File: config.mk
export PLATFORM = sky130hd
export DESIGN_NAME = alu_arbiter
export DESIGN_NICKNAME = d
export VERILOG_FILES = /design/src/rtl/alu_arbiter.sv
export SDC_FILE = /design/constraint.sdc
export NUM_CORES = 1
export LEC_CHECK = 0
export BUFFER_PORTS_ARGS = -buffer_cell sky130_fd_sc_hd__buf_2
export CORE_ASPECT_RATIO = 1.75
export CORE_MARGIN = 1
export CORE_UTILIZATION = 45
export CTS_CLUSTER_DIAMETER = 30
export DETAILED_ROUTE_END_ITERATION = 8
export PLACE_DENSITY = 0.79
export SLEW_MARGIN = 30
export SYNTH_ARGS = -nofsm -noshare
export SYNTH_HDL_FRONTEND = slang
export SYNTH_SLANG_ARGS = --single-unit
File: constraint.sdc
create_clock -name clk -period 2 [get_ports clk]
set_input_delay 0 -clock clk [delete_from_list [all_inputs] [get_ports clk]]
set_output_delay 0 -clock clk [all_outputs]
set_load 0.05 [all_outputs]
File: src/rtl/alu_arbiter.sv
// ---------------------------------------------------------------------------
// alu_arbiter
//
// Shares one combinational ALU between two requesters. A request is accepted
// in IDLE, its opcode and operands are registered onto the ALU inputs (ISSUE).
// The FSM then allows one settle cycle (WAIT) and captures the ALU result and
// flags into the owning requester's response registers. It holds them (RESP)
// until that requester takes the response.
//
// Ports
//   clk, rst_n                  clock, asynchronous active-low reset
//   req{0,1}_valid/_ready       request handshake (ready is combinational)
//   req{0,1}_op/_a/_b           opcode and operands for each requester
//   rsp{0,1}_valid/_ready       response handshake
//   rsp{0,1}_result/_flags      registered result and flags {carry, zero}
//   alu_op/_a/_b                registered operation presented to the ALU
//   alu_result/_flags           ALU outputs, sampled at the end of WAIT
//   busy                        high whenever the FSM is not in IDLE
//
// Build option
//   ALU_ARB_FIXED_PRIO_EN  when defined, req0 always wins simultaneous
//                          requests and the round-robin pointer is not
//                          built. req1 can starve under this option.
//                          Default (undefined) arbitration is round-robin.
// ---------------------------------------------------------------------------
module alu_arbiter #(
    parameter int WIDTH = 16
) (
    input  logic             clk,
    input  logic             rst_n,

    input  logic             req0_valid,
    output logic             req0_ready,
    input  logic [1:0]       req0_op,
    input  logic [WIDTH-1:0] req0_a,
    input  logic [WIDTH-1:0] req0_b,

    input  logic             req1_valid,
    output logic             req1_ready,
    input  logic [1:0]       req1_op,
    input  logic [WIDTH-1:0] req1_a,
    input  logic [WIDTH-1:0] req1_b,

    output logic             rsp0_valid,
    input  logic             rsp0_ready,
    output logic [WIDTH-1:0] rsp0_result,
    output logic [1:0]       rsp0_flags,

    output logic             rsp1_valid,
    input  logic             rsp1_ready,
    output logic [WIDTH-1:0] rsp1_result,
    output logic [1:0]       rsp1_flags,

    output logic [1:0]       alu_op,
    output logic [WIDTH-1:0] alu_a,
    output logic [WIDTH-1:0] alu_b,
    input  logic [WIDTH-1:0] alu_result,
    input  logic [1:0]       alu_flags,

    output logic             busy
);

    typedef enum logic [1:0] {
        IDLE  = 2'd0,
        ISSUE = 2'd1,
        WAIT  = 2'd2,
        RESP  = 2'd3
    } state_t;

    state_t state;
    logic   owner;      // requester whose operation is in flight
    logic   grant;      // requester selected in IDLE
    logic   accept;

`ifdef ALU_ARB_FIXED_PRIO_EN
    // req1 is only granted when req0 has nothing pending.
    always_comb begin
        grant = 1'b0;
        if (!req0_valid && req1_valid) begin
            grant = 1'b1;
        end
    end
`else
    logic ptr;          // requester favoured on a tie; reset favours req0

    always_comb begin
        grant = 1'b0;
        if (req0_valid && req1_valid) begin
            grant = ptr;
        end else if (req1_valid) begin
            grant = 1'b1;
        end
    end
`endif

    always_comb begin
        req0_ready = (state == IDLE) && (grant == 1'b0) && req0_valid;
        req1_ready = (state == IDLE) && (grant == 1'b1) && req1_valid;
        accept     = req0_ready || req1_ready;
    end

    assign busy = (state != IDLE);

    always_ff @(posedge clk or negedge rst_n) begin
        if (!rst_n) begin
            state       <= IDLE;
            owner       <= 1'b0;
`ifndef ALU_ARB_FIXED_PRIO_EN
            ptr         <= 1'b0;
`endif
            alu_op      <= '0;
            alu_a       <= '0;
            alu_b       <= '0;
            rsp0_valid  <= 1'b0;
            rsp0_result <= '0;
            rsp0_flags  <= '0;
            rsp1_valid  <= 1'b0;
            rsp1_result <= '0;
            rsp1_flags  <= '0;
        end else begin
            case (state)
                IDLE: begin
                    if (accept) begin
                        alu_op <= grant ? req1_op : req0_op;
                        alu_a  <= grant ? req1_a  : req0_a;
                        alu_b  <= grant ? req1_b  : req0_b;
                        owner  <= grant;
`ifndef ALU_ARB_FIXED_PRIO_EN
                        // The next tie goes to the requester not just served.
                        ptr    <= ~grant;
`endif
                        state  <= ISSUE;
                    end
                end

                ISSUE: begin
                    state <= WAIT;
                end

                WAIT: begin
                    // ALU inputs have been stable for a full cycle here.
                    if (owner == 1'b0) begin
                        rsp0_result <= alu_result;
                        rsp0_flags  <= alu_flags;
                        rsp0_valid  <= 1'b1;
                    end else begin
                        rsp1_result <= alu_result;
                        rsp1_flags  <= alu_flags;
                        rsp1_valid  <= 1'b1;
                    end
                    state <= RESP;
                end

                RESP: begin
                    if (owner == 1'b0) begin
                        if (rsp0_ready) begin
                            rsp0_valid <= 1'b0;
                            state      <= IDLE;
                        end
                    end else begin
                        if (rsp1_ready) begin
                            rsp1_valid <= 1'b0;
                            state      <= IDLE;
                        end
                    end
                end

                default: begin
                    state <= IDLE;
                end
            endcase
        end
    end

endmodule
==> results of run 1 <==
sequential cells by signal (all words and copies together) (netlist names):
register,count
ptr,1
state,2
alu_a,16
alu_b,16
rsp0_result,16
rsp0_flags,2
alu_op,2
rsp1_result,16
rsp0_valid,1
rsp1_flags,2
owner,1
rsp1_valid,1
cells in the final DEF (no fill, tap or decap):
cell	synthesis	layout
buf_6	5	2
and2_1	20	20
clkbuf_1	2	2
bufinv_16	0	2
mux2_2	33	33
buf_2	8	163
dlygate4sd3_1	0	79
a31oi_1	14	14
nor2b_2	0	1
a221o_1	20	20
nand2b_1	3	3
o21ai_0	15	15
buf_4	1	4
inv_2	2	2
nand2_2	1	1
mux2i_1	1	1
nor3_4	1	1
clkbuf_4	0	2
a32oi_1	1	1
ha_2	0	1
o21ai_4	0	1
mux2_1	4	4
diode_2	0	2
dfrtp_1	76	76
a21oi_1	15	15
and2b_4	1	1
o21a_1	1	1
clkbuf_16	0	9
nor2_1	17	17
a21o_1	2	2
o2bb2ai_1	1	1
ha_1	4	3
a21oi_2	1	1
nand2_1	4	4
clkbuf_8	0	1
inv_1	2	2
worst max-delay path: cells and delay by family, from the launching register on:
family,cells,cell delay (ns)
buffers and inverters,4,0.75
and+or+nand+nor,1,0.14
adders and majority gates,1,0.28
DFF,1,0.38
power by group through the flow:
| stage | combinational, mW | sequential, mW | clock, mW |
|---|---|---|---|
| 2_1_floorplan | 1.70 | 5.27 | 0 |
| 3_3_place_gp | 5.35 | 2.73 | 0 |
| 3_5_place_dp | 5.46 | 2.75 | 0 |
| 4_1_cts | 5.58 | 2.75 | 1.72 |
| 5_1_grt | 5.92 | 2.85 | 1.78 |
| 6_report | 5.63 | 2.77 | 1.68 |
repair_timing:
action / in CTS / in global routing
resized for setup: 0 / 4
endpoints found under the setup margin: 0 / 2
hold buffers: 79 / 0
hold endpoints to repair: 148 / 0
setup buffers: 0 / 0
routing by layer:
layer	wire length, µm	track usage [%]	part of all wire, %	vias up
met1	3410	29.1	34	1530
met4	567	19.6	5.6	0
li1	-	-	-	1422
met3	504	6.77	5.0	53
met2	5630	49.8	56	146
met5	0	0	0	-
through the flow:
| step | power, mW | instance area (µm²) | setup WS [ns] |
|---|---|---|---|
| finish | 10.1 | 5250 | 0.113 |
| floorplan | 6.97 | 3260 | 0.389 |
| CTS | 10.0 | 5230 | 0.0459 |
| global route | 10.5 | 5250 | 0.0154 |
| detailed placement | 8.20 | 4130 | 0.214 |
| global placement | 8.07 | 4130 | 0.304 |
worst paths after layout:
| check | slack [ns] | cells past startpoint | startpoint | endpoint |
|---|---|---|---|---|
| worst min register to register | 0.49 | 1 | rsp0_result[0] | rsp0_result[0] |
| worst max register to register | 0.28 | 5 | state[0] | rsp0_result[12] |
| worst max-delay path | 0.11 | 6 | state[0] | req1_ready |
| worst min-delay path | 0.0009 | 3 | req1_a[7] | alu_a[7] |
| max in group asynchronous | 1.26 | 2 | rst_n | alu_a[2] |
| min in group asynchronous | 0.28 | 2 | rst_n | rsp1_result[13] |
synth_stat cells, types with 2 or more instances:
master and count:
a21o_1 2, a21oi_1 15, a221o_1 20, a31oi_1 14, and2_1 20, buf_2 8, buf_6 5, clkbuf_1 2
dfrtp_1 76, ha_1 4, inv_1 2, inv_2 2, mux2_1 4, mux2_2 33, nand2_1 4, nand2b_1 3
nor2_1 17, o21ai_0 15
cell families (layout without fill, tap and decap cells):
family | after synthesis | after routing
muxes | 38 | 38
DFF | 76 | 76
other | 0 | 2
adders and majority gates | 4 | 4
and+or+nand+nor | 48 | 48
AOI/OAI and AO/OA | 71 | 71
buffers and inverters | 20 | 268
layout make-up:
cell class	count	area (µm²)
sequential	76	1900
clock buffer	12	246
inverter	4	15.0
fill	454	1700
clock inverter	2	60.1
tap	84	105
timing repair buffer	250	1670
multi-input combinational	161	1250
antenna	2	5.00
==> flow_summary.yaml, run 1 <==
status:
  status: "complete, no violations"
synthesis:
  avgSynthCellArea_um2: 12.7
  synth_top_area_share_pct: 58.3
  ys_ff_latch: 76
  ys.flop_type: "dfrtp_1"
  synth-adder-area-share_pct: 1.53
  synth-simple-area-share_pct: 8.02
  synth_top_family_by_area: "compound AO/OA/AOI/OAI gates"
  synth_cell_types: 29
  synth_top_cell_by_area: "dfrtp_1"
  synthesis.nets: 353
  netlist_instances: 257
  yosys_warnings: 0
  synth_mux_area_share_pct: 13.1
  synthTopCellsByArea: "dfrtp_1, mux2_2, a221o_1"
  synth-edff-count: 0
  synthArstFlopShare_pct: 100
  synth-xor-area-share_pct: 0
  syn_area_um2: 3260
  synth_compound_area_share_pct: 15.2
  yosysSeqAreaShare_pct: 58.3
global_route:
  grt_pass1_wl_um: 15800
  track_usage_pct: 28.5
  grt.overflow.total: 0
  antenna_found_initial: 0
  grt_max_degree: 77
  grt_pass1_vias: 3323
floorplan:
  fp.dieH_um: 115
  die-width_um: 66.4
  die_area_um2: 7610
  initial_core_util_pct: 46.9
  ios: 167
  num_rows: 40
  coreArea_um2: 6960
power_and_ir_drop:
  peakVddDrop_v: 0.00107
  p_int_mw: 5.12
  p_leak_nw: 2.54
  power_density_nw_per_um2: 1920
  p_seq_share_pct: 27.5
  switching_share_pct: 49.3
  clkPwrFrac_pct: 16.7
  combPwrFrac_pct: 55.8
  power_switching_mw: 4.97
sta:
  final.setup.tns_ns: 0
  max_slew_margin_pct: 55.9
  rsz0062_at_grt: "false"
  maxSlewViolCount: 0
  hold_viol: 0
  tightest_slew_ns: 0.659
  fin_crit_ns: 1.89
  whs_ns: 0.000910
  fin_crit_sh_pct: 94.4
  setup_viol_count_final: 0
  max_freq_ghz: 0.530
  clock_skew_ns: 0.00585
critical_path:
  worstSetupEndpointType: "primary output"
  cp_cell_sequence: "inv_1 -> ha_2 -> inv_2 -> nor3_4 -> buf_4 -> clkbuf_4"
  cp_max_fo: 22
  startpoint_type: "flop"
  crit_path_top_delay_cell: "dfrtp_1"
  critical_path_class: "reg2out"
  required_ns: 2.00
  cp.arrival_ns: 1.89
  slowest_delay_ns: 0.38
detailed_routing:
  drc: 0
  routed_wl_um: 10100
  wl_per_cell_um: 17.1
  vias: 3151
  first_pass_iters: 4
  vias_per_cell: 5.33
  drtIter0Drc: 200
  ant_nets: 0
placement:
  place_hpwl_um: 5590
  numPortBuffers: 166
  placedCellCount: 496
  gp_congestion: 0.790
clocking:
  ctsLongestPathBuffers: 2
  cts_made_buffers: 9
  cts_max_level: 3
  clock_latency_ns: 0.33
  clkSinkCount: 76
  cts_tree: "yes"
  cts_root_buf: "clkbuf_16"
  clkTransAtPathRegs_ns: 0.05
flow_run:
  drv_cap: 0
final_layout:
  nNetsFinal: 598
  drive_gt1_share_pct: 44.6
  fin_cells: 591
  final_core_util_pct: 75.5
  syn_to_final_growth_pct: 61.1
worst_hold_path:
  holdCritPathClass: "in2reg"
Note: power is estimated with default switching activity, not from simulation.
==> inputs of run 2 (changes only) <==
--- a/config.mk
+++ b/config.mk
@@ -5,13 +5,14 @@
 export SDC_FILE = /design/constraint.sdc
 export NUM_CORES = 1
 export LEC_CHECK = 0
+export ABC_AREA = 1
 export BUFFER_PORTS_ARGS = -buffer_cell sky130_fd_sc_hd__buf_2
-export CORE_ASPECT_RATIO = 1.75
+export CORE_ASPECT_RATIO = 0.9
 export CORE_MARGIN = 1
-export CORE_UTILIZATION = 45
+export CORE_UTILIZATION = 46
 export CTS_CLUSTER_DIAMETER = 30
 export DETAILED_ROUTE_END_ITERATION = 8
-export PLACE_DENSITY = 0.79
+export PLACE_DENSITY = 0.8
 export SLEW_MARGIN = 30
 export SYNTH_ARGS = -nofsm -noshare
 export SYNTH_HDL_FRONTEND = slang
==> run 2 against run 1 <==
Net effect:
- combinational power decreased by 4.1%
- non-clock buffer count grew 9
- largest power group unchanged
- first-iteration DRC count shrank 5.0%
- count of clock-buffer cells in the layout fell by 2
- maximum frequency rose by 0.69%
- design area rose by 4.1%
- via count rose by 22%
- power is 6.4% lower
- critical endpoint is now alu_b[4]
==> flow_summary.yaml, run 2 <==
status:
  status: "complete, no violations"
synthesis:
  synth_top_area_share_pct: 55.1
  avgSynthCellArea_um2: 7.94
  ys_ff_latch: 76
  synth-edff-count: 0
  yosysSeqAreaShare_pct: 55.1
  synthArstFlopShare_pct: 100
  yosys_warnings: 0
  synth_common_cells: "nand2_1, dfrtp_1, o21ai_0"
  synthesis.nets: 531
  yosysMostFrequentCell: "nand2_1"
  synthTopCellsByArea: "dfrtp_1, nand2_1, o21ai_0"
  synth_cell_types: 16
  synth_top_cell_by_area: "dfrtp_1"
  syn_area_um2: 3450
  netlist_instances: 435
  ys.flop_type: "dfrtp_1"
power_and_ir_drop:
  power_switching_mw: 5.06
  p_leak_nw: 3.15
  combPwrFrac_pct: 57.2
  p_int_mw: 4.39
  power_density_nw_per_um2: 1730
  clkPwrFrac_pct: 14.2
  p_seq_share_pct: 28.6
  peakVddDrop_v: 0.00152
  switching_share_pct: 53.5
detailed_routing:
  first_pass_iters: 4
  drtIter0Drc: 190
  ant_nets: 0
  drc: 0
  vias: 3847
  routed_wl_um: 10900
  wl_per_cell_um: 14.0
  vias_per_cell: 4.92
final_layout:
  syn_to_final_growth_pct: 58.5
  layout_commonest_cell: "nand2_1"
  nNetsFinal: 780
  antenna_cells: 0
  drive_gt1_share_pct: 28.4
  final_cell_mix: "nand2_1, buf_2, dlygate4sd3_1"
worst_hold_path:
  worstHoldStart: "req0_b[8]"
  whs_path_depth: 5
  min_delay_worst_endpoint: "alu_b[8]"
  holdCritPathClass: "in2reg"
critical_path:
  slowest_delay_ns: 0.57
  r2r_start: "ptr"
  reg2reg_to: "alu_b[4]"
  r2r_setup_slack_ns: 0.13
  crit_path_top_delay_cell: "dlygate4sd3_1"
  required_ns: 2.27
  crit_top_cell: "nand2_1"
  cp_max_fo: 34
  crit_family: "buffers and inverters"
  critical_path_class: "reg2reg"
  cp_num_buf_inv: 3
  startpoint_type: "flop"
  rr_worst_depth: 8
  worstSetupEndpointType: "flop"
  cp.arrival_ns: 2.14
  cp_cell_sequence: "inv_2 -> a21boi_4 -> buf_6 -> nand2_1 -> nand2_1 -> dlygate4sd3_1 -> nand2_1 -> nand2_1"
floorplan:
  die-width_um: 93.3
  initial_core_util_pct: 48.3
  ios: 167
  num_rows: 29
  die_area_um2: 7860
  fp.dieH_um: 84.2
  coreArea_um2: 7150
sta:
  max_freq_ghz: 0.533
  hold_viol: 0
  tightest_slew_ns: 0.686
  whs_ns: 0.0175
  final.setup.tns_ns: 0
  rsz0062_at_grt: "false"
  clock_skew_ns: 0.00838
  fin_crit_sh_pct: 93.7
  maxSlewViolCount: 0
  max_slew_margin_pct: 54.3
  fin_crit_ns: 1.87
  setup_viol_count_final: 0
flow_run:
  drv_cap: 0
clocking:
  cts_max_level: 3
  clock_latency_ns: 0.33
  clkSinkCount: 76
  cts_made_buffers: 9
  cts_tree: "yes"
  cts_root_buf: "clkbuf_8"
  cts_setup_buffers: 0
  ctsLongestPathBuffers: 2
  clkTransAtPathRegs_ns: 0.08
global_route:
  grt.overflow.total: 0
  grt_pass1_wl_um: 17700
  grt_pass1_vias: 3961
  antenna_found_initial: 0
  grt_max_degree: 77
  track_usage_pct: 28.7
placement:
  gp_congestion: 0.769
  numPortBuffers: 166
  place_hpwl_um: 6030
run 2: cell count changes after synthesis, sizes merged, moves of 2 or more:
cell	before	now
nand2b	3	0
mux2	37	0
a31oi	14	0
a21o	2	0
nor2	17	3
inv	4	28
a221o	20	0
nand2	5	222
o21ai	16	40
a21oi	16	0
clkbuf	2	8
and2	20	0
nand3	0	38
run 2: routing by layer:
| metal | track usage (%) | wire length, µm | vias to the layer above |
|---|---|---|---|
| li1 | - | - | 1848 |
| met1 | 34.8 | 4400 | 1746 |
| met2 | 48.4 | 5360 | 219 |
| met3 | 7.43 | 869 | 34 |
| met4 | 12.3 | 316 | 0 |
| met5 | 0 | 0 | - |
run 2: power groups by stage:
stage | clock network (mW) | logic [mW] | registers, mW
CTS | 1.36 | 5.33 | 2.69
global route | 1.44 | 5.79 | 2.79
floorplan | 0 | 1.50 | 5.06
detailed placement | 0 | 5.09 | 2.69
finish | 1.34 | 5.40 | 2.70
global placement | 0 | 4.96 | 2.69
run 2: what timing repair did:
action,4_1_cts,5_1_grt
setup endpoints to repair,0,24
hold buffers,88,0
gates resized for setup,0,5
endpoints found under the hold margin,148,0
run 2: kinds of logic after synthesis:
kind of cell	Yosys count	share of synthesized area (%)
compound gates	42	6.56
fa+ha+maj	4	1.45
buf+inv	49	6.02
flops	76	55.1
simple gates	264	30.9
run 2: area by class of cell:
type	count	area, µm²
Tap cell	93	116
Clock buffer	10	138
Multi-Input combinational cell	310	1350
Inverter	28	105
Sequential cell	76	1900
Fill cell	454	1680
Clock inverter	6	95.1
Timing Repair Buffer	259	1770
run 2: through the flow:
stage / instances / instance area [µm²] / worst slack, ns / util (%) / power (mW)
after CTS: 782 / 5450 / 0.114 / 76.2 / 9.38
final: 782 / 5470 / 0.126 / 76.5 / 9.45
after detailed placement: 678 / 4340 / 0.247 / 60.7 / 7.78
after global routing: 782 / 5470 / 0.0177 / 76.5 / 10.0
after global placement: 678 / 4340 / 0.312 / 60.7 / 7.65
after floorplan: 435 / 3450 / 0.519 / - / 6.55
run 2: worst max path at each step:
stage | start | to | cells after the start
6_report | ptr | alu_b[4] | 8
3_3_place_gp | state[1] | alu_a[11] | 8
3_5_place_dp | state[0] | alu_a[11] | 8
2_1_floorplan | state[1] | req0_ready | 7
4_1_cts | state[1] | req0_ready | 7
5_1_grt | ptr | alu_a[4] | 9
run 2: worst register-to-register path, delay by kind of cell, from the launching register on:
kind            cells  cell delay [ns]
compound gates      1             0.17
buf+inv             3             0.91
flops               1             0.36
simple gates        4             0.37
